File: config.mk
export PLATFORM = sky130hd
export DESIGN_NAME = text_fetch_arbiter_flat
export DESIGN_NICKNAME = d
export VERILOG_FILES = /design/src/rtl/text_fetch_arbiter_pkg.sv /design/src/rtl/text_fetch_arbiter_if.sv /design/src/rtl/text_fetch_arbiter.sv /design/src/flat_wrapper.sv
export SDC_FILE = /design/constraint.sdc
export NUM_CORES = 1
export LEC_CHECK = 0
export ABC_AREA = 0
export CAP_MARGIN = 0
export CORE_UTILIZATION = 30
export DETAILED_ROUTE_END_ITERATION = 6
export RECOVER_POWER = 50
export SYNTH_ARGS = -nofsm -noshare
export SYNTH_HDL_FRONTEND = slang
export SYNTH_SLANG_ARGS = --single-unit
File: constraint.sdc
create_clock -name clk_base -period 3.35 [get_ports clk_base]
set_input_delay 0.67 -clock clk_base [delete_from_list [all_inputs] [get_ports clk_base]]
set_output_delay 0.67 -clock clk_base [all_outputs]
set_load 0.01 [all_outputs]
File: src/rtl/text_fetch_arbiter_pkg.sv
// Shared types and defaults for the text-mode fetch arbiter.
package text_fetch_arbiter_pkg;

  localparam int unsigned DefAddrW = 14;
  localparam int unsigned DefDataW = 8;
  localparam int unsigned DefCols  = 80;

  localparam logic [13:0] DefTextBase = 14'h0000;
  localparam logic [13:0] DefFontBase = 14'h1000;

  // Video fetch sequence; CAPT states are the RAM read-latency slots.
  typedef enum logic [2:0] {
    VIdle,
    VCode,
    VCapt,
    VGlyph,
    VCapt2
  } vstate_e;

  // Video owns the RAM port only while it is issuing a read.
  function automatic logic video_owns_ram(vstate_e st);
    return (st == VCode) || (st == VGlyph);
  endfunction

endpackage

File: src/rtl/text_fetch_arbiter_if.sv
// Bundles the sync-counter, pixel-shifter, host and RAM signals of the arbiter.
interface text_fetch_arbiter_if
  import text_fetch_arbiter_pkg::*;
#(
  parameter int unsigned ADDR_W = DefAddrW,
  parameter int unsigned DATA_W = DefDataW
);

  // Video request side
  logic              video_start;
  logic [6:0]        col;
  logic [5:0]        row;
  logic [2:0]        line;
  logic [DATA_W-1:0] glyph;
  logic              glyph_valid;
  logic              overrun;

  // Host side
  logic              host_req;
  logic              host_we;
  logic [ADDR_W-1:0] host_addr;
  logic [DATA_W-1:0] host_wdata;
  logic              host_ack;
  logic [DATA_W-1:0] host_rdata;
  logic              host_rvalid;

  // RAM port
  logic              ram_en;
  logic              ram_we;
  logic [ADDR_W-1:0] ram_addr;
  logic [DATA_W-1:0] ram_wdata;
  logic [DATA_W-1:0] ram_rdata;

  // Arbiter view
  modport master (
    input  video_start, col, row, line,
    output glyph, glyph_valid, overrun,
    input  host_req, host_we, host_addr, host_wdata,
    output host_ack, host_rdata, host_rvalid,
    output ram_en, ram_we, ram_addr, ram_wdata,
    input  ram_rdata
  );

  // Environment view (counters, shifter, host, RAM)
  modport slave (
    output video_start, col, row, line,
    input  glyph, glyph_valid, overrun,
    output host_req, host_we, host_addr, host_wdata,
    input  host_ack, host_rdata, host_rvalid,
    input  ram_en, ram_we, ram_addr, ram_wdata,
    output ram_rdata
  );

endinterface

File: src/rtl/text_fetch_arbiter.sv
// Text-mode scanout sequencer sharing a single-port VRAM with a host port.
// Per cell: read char code, read glyph row, present the byte to the shifter.
// Every RAM cycle the video fetch does not use goes to a pending host request.
module text_fetch_arbiter
  import text_fetch_arbiter_pkg::*;
#(
  parameter int unsigned       ADDR_W    = DefAddrW,
  parameter int unsigned       DATA_W    = DefDataW,
  parameter int unsigned       COLS      = DefCols,
  parameter logic [ADDR_W-1:0] TEXT_BASE = ADDR_W'(DefTextBase),
  parameter logic [ADDR_W-1:0] FONT_BASE = ADDR_W'(DefFontBase)
) (
  input logic                  clk_base,
  input logic                  rst_n,
  text_fetch_arbiter_if.master bus_io
);

  vstate_e state_q, state_d;

  logic [6:0]        col_q;
  logic [5:0]        row_q;
  logic [2:0]        line_q;
  logic [DATA_W-1:0] code_q;
  logic [DATA_W-1:0] glyph_q;
  logic              glyph_valid_q;
  logic              overrun_q;
  logic [DATA_W-1:0] host_rdata_q;
  // Last issuer: 1 when the previous RAM cycle was a host read, so ram_rdata belongs to the host.
  logic              last_host_rd_q;

  logic              host_issue;
  logic [ADDR_W-1:0] code_addr;
  logic [ADDR_W-1:0] glyph_addr;

  // Host wins any cycle video is not issuing; gated so nothing reaches the RAM during reset.
  assign host_issue = rst_n && bus_io.host_req && !video_owns_ram(state_q);

  // Address generation, both wrap modulo 2^ADDR_W.
  assign code_addr  = TEXT_BASE + ADDR_W'(row_q) * ADDR_W'(COLS) + ADDR_W'(col_q);
  assign glyph_addr = FONT_BASE + ADDR_W'({code_q, line_q});

  // Next-state: fixed five-step fetch, started only from idle.
  always_comb begin
    state_d = state_q;
    unique case (state_q)
      VIdle:   if (bus_io.video_start) state_d = VCode;
      VCode:   state_d = VCapt;
      VCapt:   state_d = VGlyph;
      VGlyph:  state_d = VCapt2;
      VCapt2:  state_d = VIdle;
      default: state_d = VIdle;
    endcase
  end

  // RAM port mux: video address in its read states, otherwise the host request.
  always_comb begin
    bus_io.ram_en    = 1'b0;
    bus_io.ram_we    = 1'b0;
    bus_io.ram_addr  = '0;
    bus_io.ram_wdata = '0;
    if (rst_n) begin
      if (state_q == VCode) begin
        bus_io.ram_en   = 1'b1;
        bus_io.ram_addr = code_addr;
      end else if (state_q == VGlyph) begin
        bus_io.ram_en   = 1'b1;
        bus_io.ram_addr = glyph_addr;
      end else if (bus_io.host_req) begin
        bus_io.ram_en    = 1'b1;
        bus_io.ram_we    = bus_io.host_we;
        bus_io.ram_addr  = bus_io.host_addr;
        bus_io.ram_wdata = bus_io.host_wdata;
      end
    end
  end

  // FSM state register.
  always_ff @(posedge clk_base or negedge rst_n) begin
    if (!rst_n) begin
      state_q <= VIdle;
    end else begin
      state_q <= state_d;
    end
  end

  // Video datapath: cell latch, code/glyph capture, valid pulse and sticky overrun.
  always_ff @(posedge clk_base or negedge rst_n) begin
    if (!rst_n) begin
      col_q         <= '0;
      row_q         <= '0;
      line_q        <= '0;
      code_q        <= '0;
      glyph_q       <= '0;
      glyph_valid_q <= 1'b0;
      overrun_q     <= 1'b0;
    end else begin
      glyph_valid_q <= 1'b0;
      if (bus_io.video_start) begin
        if (state_q == VIdle) begin
          col_q  <= bus_io.col;
          row_q  <= bus_io.row;
          line_q <= bus_io.line;
        end else begin
          overrun_q <= 1'b1;
        end
      end
      if (state_q == VCapt) begin
        code_q <= bus_io.ram_rdata;
      end
      if (state_q == VCapt2) begin
        glyph_q       <= bus_io.ram_rdata;
        glyph_valid_q <= 1'b1;
      end
    end
  end

  // Host read tracking: remember a read issue, then hold its data after the valid cycle.
  always_ff @(posedge clk_base or negedge rst_n) begin
    if (!rst_n) begin
      last_host_rd_q <= 1'b0;
      host_rdata_q   <= '0;
    end else begin
      last_host_rd_q <= host_issue && !bus_io.host_we;
      if (last_host_rd_q) begin
        host_rdata_q <= bus_io.ram_rdata;
      end
    end
  end

  assign bus_io.glyph       = glyph_q;
  assign bus_io.glyph_valid = glyph_valid_q;
  assign bus_io.overrun     = overrun_q;
  assign bus_io.host_ack    = host_issue;
  assign bus_io.host_rvalid = last_host_rd_q;
  // Read data is visible in the rvalid cycle itself, then held.
  assign bus_io.host_rdata  = last_host_rd_q ? bus_io.ram_rdata : host_rdata_q;

endmodule

File: src/flat_wrapper.sv
// flat-port wrapper written by rule: the top's interface ports become plain ports
module text_fetch_arbiter_flat import text_fetch_arbiter_pkg::*;
#(
  parameter int unsigned       ADDR_W    = DefAddrW,
  parameter int unsigned       DATA_W    = DefDataW,
  parameter int unsigned       COLS      = DefCols,
  parameter logic [ADDR_W-1:0] TEXT_BASE = ADDR_W'(DefTextBase),
  parameter logic [ADDR_W-1:0] FONT_BASE = ADDR_W'(DefFontBase)
)
  (clk_base, rst_n, bus_io_video_start, bus_io_col, bus_io_row, bus_io_line, bus_io_glyph, bus_io_glyph_valid, bus_io_overrun, bus_io_host_req, bus_io_host_we, bus_io_host_addr, bus_io_host_wdata, bus_io_host_ack, bus_io_host_rdata, bus_io_host_rvalid, bus_io_ram_en, bus_io_ram_we, bus_io_ram_addr, bus_io_ram_wdata, bus_io_ram_rdata);
  text_fetch_arbiter_if #(.ADDR_W(ADDR_W), .DATA_W(DATA_W)) bus_io_i ();
  input logic clk_base;
  input logic rst_n;
  input wire logic [$bits(bus_io_i.video_start)-1:0] bus_io_video_start;
  input wire logic [$bits(bus_io_i.col)-1:0] bus_io_col;
  input wire logic [$bits(bus_io_i.row)-1:0] bus_io_row;
  input wire logic [$bits(bus_io_i.line)-1:0] bus_io_line;
  output wire logic [$bits(bus_io_i.glyph)-1:0] bus_io_glyph;
  output wire logic [$bits(bus_io_i.glyph_valid)-1:0] bus_io_glyph_valid;
  output wire logic [$bits(bus_io_i.overrun)-1:0] bus_io_overrun;
  input wire logic [$bits(bus_io_i.host_req)-1:0] bus_io_host_req;
  input wire logic [$bits(bus_io_i.host_we)-1:0] bus_io_host_we;
  input wire logic [$bits(bus_io_i.host_addr)-1:0] bus_io_host_addr;
  input wire logic [$bits(bus_io_i.host_wdata)-1:0] bus_io_host_wdata;
  output wire logic [$bits(bus_io_i.host_ack)-1:0] bus_io_host_ack;
  output wire logic [$bits(bus_io_i.host_rdata)-1:0] bus_io_host_rdata;
  output wire logic [$bits(bus_io_i.host_rvalid)-1:0] bus_io_host_rvalid;
  output wire logic [$bits(bus_io_i.ram_en)-1:0] bus_io_ram_en;
  output wire logic [$bits(bus_io_i.ram_we)-1:0] bus_io_ram_we;
  output wire logic [$bits(bus_io_i.ram_addr)-1:0] bus_io_ram_addr;
  output wire logic [$bits(bus_io_i.ram_wdata)-1:0] bus_io_ram_wdata;
  input wire logic [$bits(bus_io_i.ram_rdata)-1:0] bus_io_ram_rdata;
  assign bus_io_i.video_start = bus_io_video_start;
  assign bus_io_i.col = bus_io_col;
  assign bus_io_i.row = bus_io_row;
  assign bus_io_i.line = bus_io_line;
  assign bus_io_glyph = bus_io_i.glyph;
  assign bus_io_glyph_valid = bus_io_i.glyph_valid;
  assign bus_io_overrun = bus_io_i.overrun;
  assign bus_io_i.host_req = bus_io_host_req;
  assign bus_io_i.host_we = bus_io_host_we;
  assign bus_io_i.host_addr = bus_io_host_addr;
  assign bus_io_i.host_wdata = bus_io_host_wdata;
  assign bus_io_host_ack = bus_io_i.host_ack;
  assign bus_io_host_rdata = bus_io_i.host_rdata;
  assign bus_io_host_rvalid = bus_io_i.host_rvalid;
  assign bus_io_ram_en = bus_io_i.ram_en;
  assign bus_io_ram_we = bus_io_i.ram_we;
  assign bus_io_ram_addr = bus_io_i.ram_addr;
  assign bus_io_ram_wdata = bus_io_i.ram_wdata;
  assign bus_io_i.ram_rdata = bus_io_ram_rdata;
  text_fetch_arbiter #(.ADDR_W(ADDR_W), .DATA_W(DATA_W), .COLS(COLS), .TEXT_BASE(TEXT_BASE), .FONT_BASE(FONT_BASE)) u_core (.clk_base(clk_base), .rst_n(rst_n), .bus_io(bus_io_i));
endmodule
==> impl_metrics.env <==
export IMPL_setup_viol=1
export IMPL_cp_top_family="adder cells"
export IMPL_rsz0062_at_grt="true"
export IMPL_grt_start_max_net_pins=26
export IMPL_synthMuxAreaShare=0.2087
export IMPL_die_h_um=93.17
export IMPL_area_growth_pct=54.84
export IMPL_clk_path_buf_depth=2
export IMPL_grt_pass1_wl_um=9798
export IMPL_first_iter_violations=31
export IMPL_htree_num_levels=2
export IMPL_max_stage_delay_ns=0.40
export IMPL_drc_errors=0
export IMPL_cp_required_ns=2.68
export IMPL_gr_usage_all_layers=0.1441
export IMPL_cp_cell_sequence="ha_1, ha_2, inv_2, fa_2, xnor2_2, or3_1, or4_1, a31oi_1, buf_2"
export IMPL_ant_nets=0
export IMPL_num_vias=1996
export IMPL_power_leakage_nw=1.625
export IMPL_drt_pass1_iterations=4
export IMPL_syn_nets=277
export IMPL_place_congestion=0.8025
export IMPL_synth_edf_count=0
export IMPL_min_period_ns=3.415
export IMPL_fp_dieW_um=93.17
export IMPL_dp_cells=414
export IMPL_synth_area_leaders="dfrtp_1 46%, mux2_2 18%, ha_1 5.5%"
export IMPL_final_nets=388
export IMPL_path_clk_slew_ns=0.09
export IMPL_clkSinkCount=46
export IMPL_worst_path_max_fanout=3
export IMPL_grt_pass1_vias=2033
export IMPL_start_util=0.3161
export IMPL_slew_viol_final=0
export IMPL_hold_class="primary input to async pin"
export IMPL_synth_top_family_by_area="multiplexers"
export IMPL_worst_path_buf_inv=2
export IMPL_synth_avg_cell_area_um2=11.71
export IMPL_setup_worst_path_end_class="primary output"
export IMPL_synth_top_area_frac=0.4616
export IMPL_seq_area_frac_synth=0.4616
export IMPL_synthesis_area_um2=2494
export IMPL_cts_tree="built"
export IMPL_die_area_um2=8681
export IMPL_synthAdderAreaFrac=0.07125
export IMPL_wl_um=6109
export IMPL_io_pins=95
export IMPL_max_cap_violations=0
export IMPL_wl_per_cell_um=14.31
export IMPL_synth_cells=213
export IMPL_ys_async_sr_fraction=1.000
export IMPL_powerDensity_nw_per_um2=1007
export IMPL_overflow=0
export IMPL_design_area_um2=3861
export IMPL_ys_ff_latch=46
export IMPL_synthTopCellsByCount="46 x dfrtp_1, 40 x mux2_2, 14 x and2_1"
export IMPL_fin_crit_sh=1.019
export IMPL_drive_gt1_frac=0.2738
export IMPL_netlist_top_cell_by_area="dfrtp_1"
export IMPL_yosys_area_share_simple=0.1284
export IMPL_synth_most_common_cell="dfrtp_1"
export IMPL_num_rows=32
export IMPL_violations="setup timing"
export IMPL_antenna_found_initial=0
export IMPL_peakVddDrop_v=0.0003654
export IMPL_arrival_ns=2.75
export IMPL_dp_worst_setup_slack_ns=-0.1856
export IMPL_cp_slowest_cell="or4_1"
export IMPL_total_power_w=0.003887
export IMPL_via_per_inst=4.674
export IMPL_synthXorXnorAreaFrac=0.02810
export IMPL_fmax_ghz=0.2928
export IMPL_status="complete, but fails checks"
export IMPL_path_class="flop to primary output"
export IMPL_placed_cell_area_um2=3617
export IMPL_cts_root_buffer_cell="clkbuf_8"
export IMPL_clk_insertion_delay_late_ns=0.30
export IMPL_port_buffers=94
export IMPL_yosys_warnings=0
export IMPL_core_um2=7888
export IMPL_relSlewSlack=0.2448
export IMPL_worst_slew_pin_slew_ns=1.133
export IMPL_ys_flop_type="dfrtp_1"
export IMPL_dpl_hpwl_um=4608
export IMPL_final_setup_skew_ns=0.007622
export IMPL_setup_ws_ns=-0.06518
export IMPL_yosysUniqueCellTypes=40
export IMPL_hold_slack_ns=0.4250
export IMPL_antenna_cells=0
export IMPL_synth_compound_area_frac=0.06874
export IMPL_worstSetupStartpointType="flop"
export IMPL_layoutNonFillerInstCount=427
export IMPL_numCtsBuffers=5
export IMPL_hold_viol=0
[routing by layer]
layer | up-vias | wire (um) | GRT usage | part of all wire
met5 | - | 0 | 0 | 0
met4 | 0 | 51 | 0.03462 | 0.0083
met3 | 7 | 305 | 0.02683 | 0.050
met2 | 57 | 2880 | 0.2402 | 0.47
met1 | 959 | 2872 | 0.1929 | 0.47
li1 | 973 | - | - | -
[registers in the layout, indices dropped and copies added (netlist names)]
register                   count
u_core.bus_io.glyph            8
u_core.code_q                  8
u_core.host_rdata_q            8
u_core.col_q                   7
u_core.row_q                   6
u_core.line_q                  3
u_core.state_q                 3
u_core.bus_io.glyph_valid      1
u_core.bus_io.host_rvalid      1
u_core.bus_io.overrun          1
[where the power goes]
part	switching (W)	internal [W]
sequential	0.000156	0.000823
clock	0.000189	0.000318
combinational	0.00109	0.00131
total	0.00143	0.00245
[metrics by stage]
stage	utilization	setup TNS (ns)
2_1_floorplan	-	0
3_3_place_gp	0.4586	-0.2597
3_5_place_dp	0.4586	-0.3451
4_1_cts	0.4837	-0.1370
5_1_grt	0.4895	-0.6303
6_report	0.4895	-0.06518
[kinds of logic after synthesis]
group	Yosys count
AND/OR/NAND/NOR	54
multiplexers	47
flip-flops	46
AO/OA/AOI/OAI	28
buffers and inverters	17
adder cells (fa/ha/maj)	13
XOR/XNOR	8
[layout by cell type (no fill, tap or decap), types with 2 or more instances in the layout]
master / n
bufinv_16: 2
buf_4: 19
ha_1: 9
a21oi_4: 3
nand3_1: 5
nand2_1: 9
a21oi_2: 2
and3_1: 2
nor2b_1: 2
mux2_2: 40
xor2_1: 2
clkbuf_1: 2
a211oi_1: 2
nor2_1: 8
o21ai_1: 2
clkbuf_2: 2
dfrtp_1: 46
dlygate4sd3_1: 9
a31oi_1: 2
clkbuf_8: 6
inv_1: 5
mux2i_1: 7
nand3b_1: 2
o21ai_0: 9
buf_2: 4
and2_1: 13
nand2b_1: 2
clkdlybuf4s50_1: 78
xnor2_1: 5
[worst reg2reg max path, stage by stage, from the launching register on]
cell	delay (ns)
dfrtp_1	0.36
clkbuf_1	0.84
nor3b_2	0.72
mux2_2	0.40
[path summary, 6_finish.rpt]
path / cells after the start / slack (ns) / startpoint / endpoint
min in group clk_base: 1 / 0.48 / u_core.bus_io.overrun$_DFFE_PN0P_ / u_core.bus_io.overrun$_DFFE_PN0P_
hold / removal: 2 / 0.42 / rst_n / u_core.row_q[5]$_DFFE_PN0P_
setup reg to reg: 3 / 0.90 / u_core.state_q[1]$_DFFE_PN0P_ / u_core.code_q[6]$_DFFE_PN0N_
setup / recovery: 9 / -0.07 / u_core.row_q[3]$_DFFE_PN0P_ / bus_io_ram_addr[9]
hold reg to reg: 1 / 0.48 / u_core.bus_io.overrun$_DFFE_PN0P_ / u_core.bus_io.overrun$_DFFE_PN0P_
max in group asynchronous: 2 / 2.61 / rst_n / u_core.bus_io.glyph[5]$_DFFE_PN0P_
[layout make-up]
cell class / count / area (um^2)
fillers: 737 / 4026
multi-input cells: 150 / 1354
flip-flops and latches: 46 / 1151
repair buffers: 115 / 1064
well taps: 102 / 127.6
clock buffers: 6 / 82.58
clock inverters: 2 / 60.06
inverters: 6 / 22.52
[timing repair]
item | 4_1_cts | 5_1_grt
pin swaps | 5 | 7
hold buffers | 0 | 0
setup endpoints to repair | 5 | 7
buffers inserted | 4 | 1
resized for setup | 20 | 20
(Power assumes the default switching activity.)
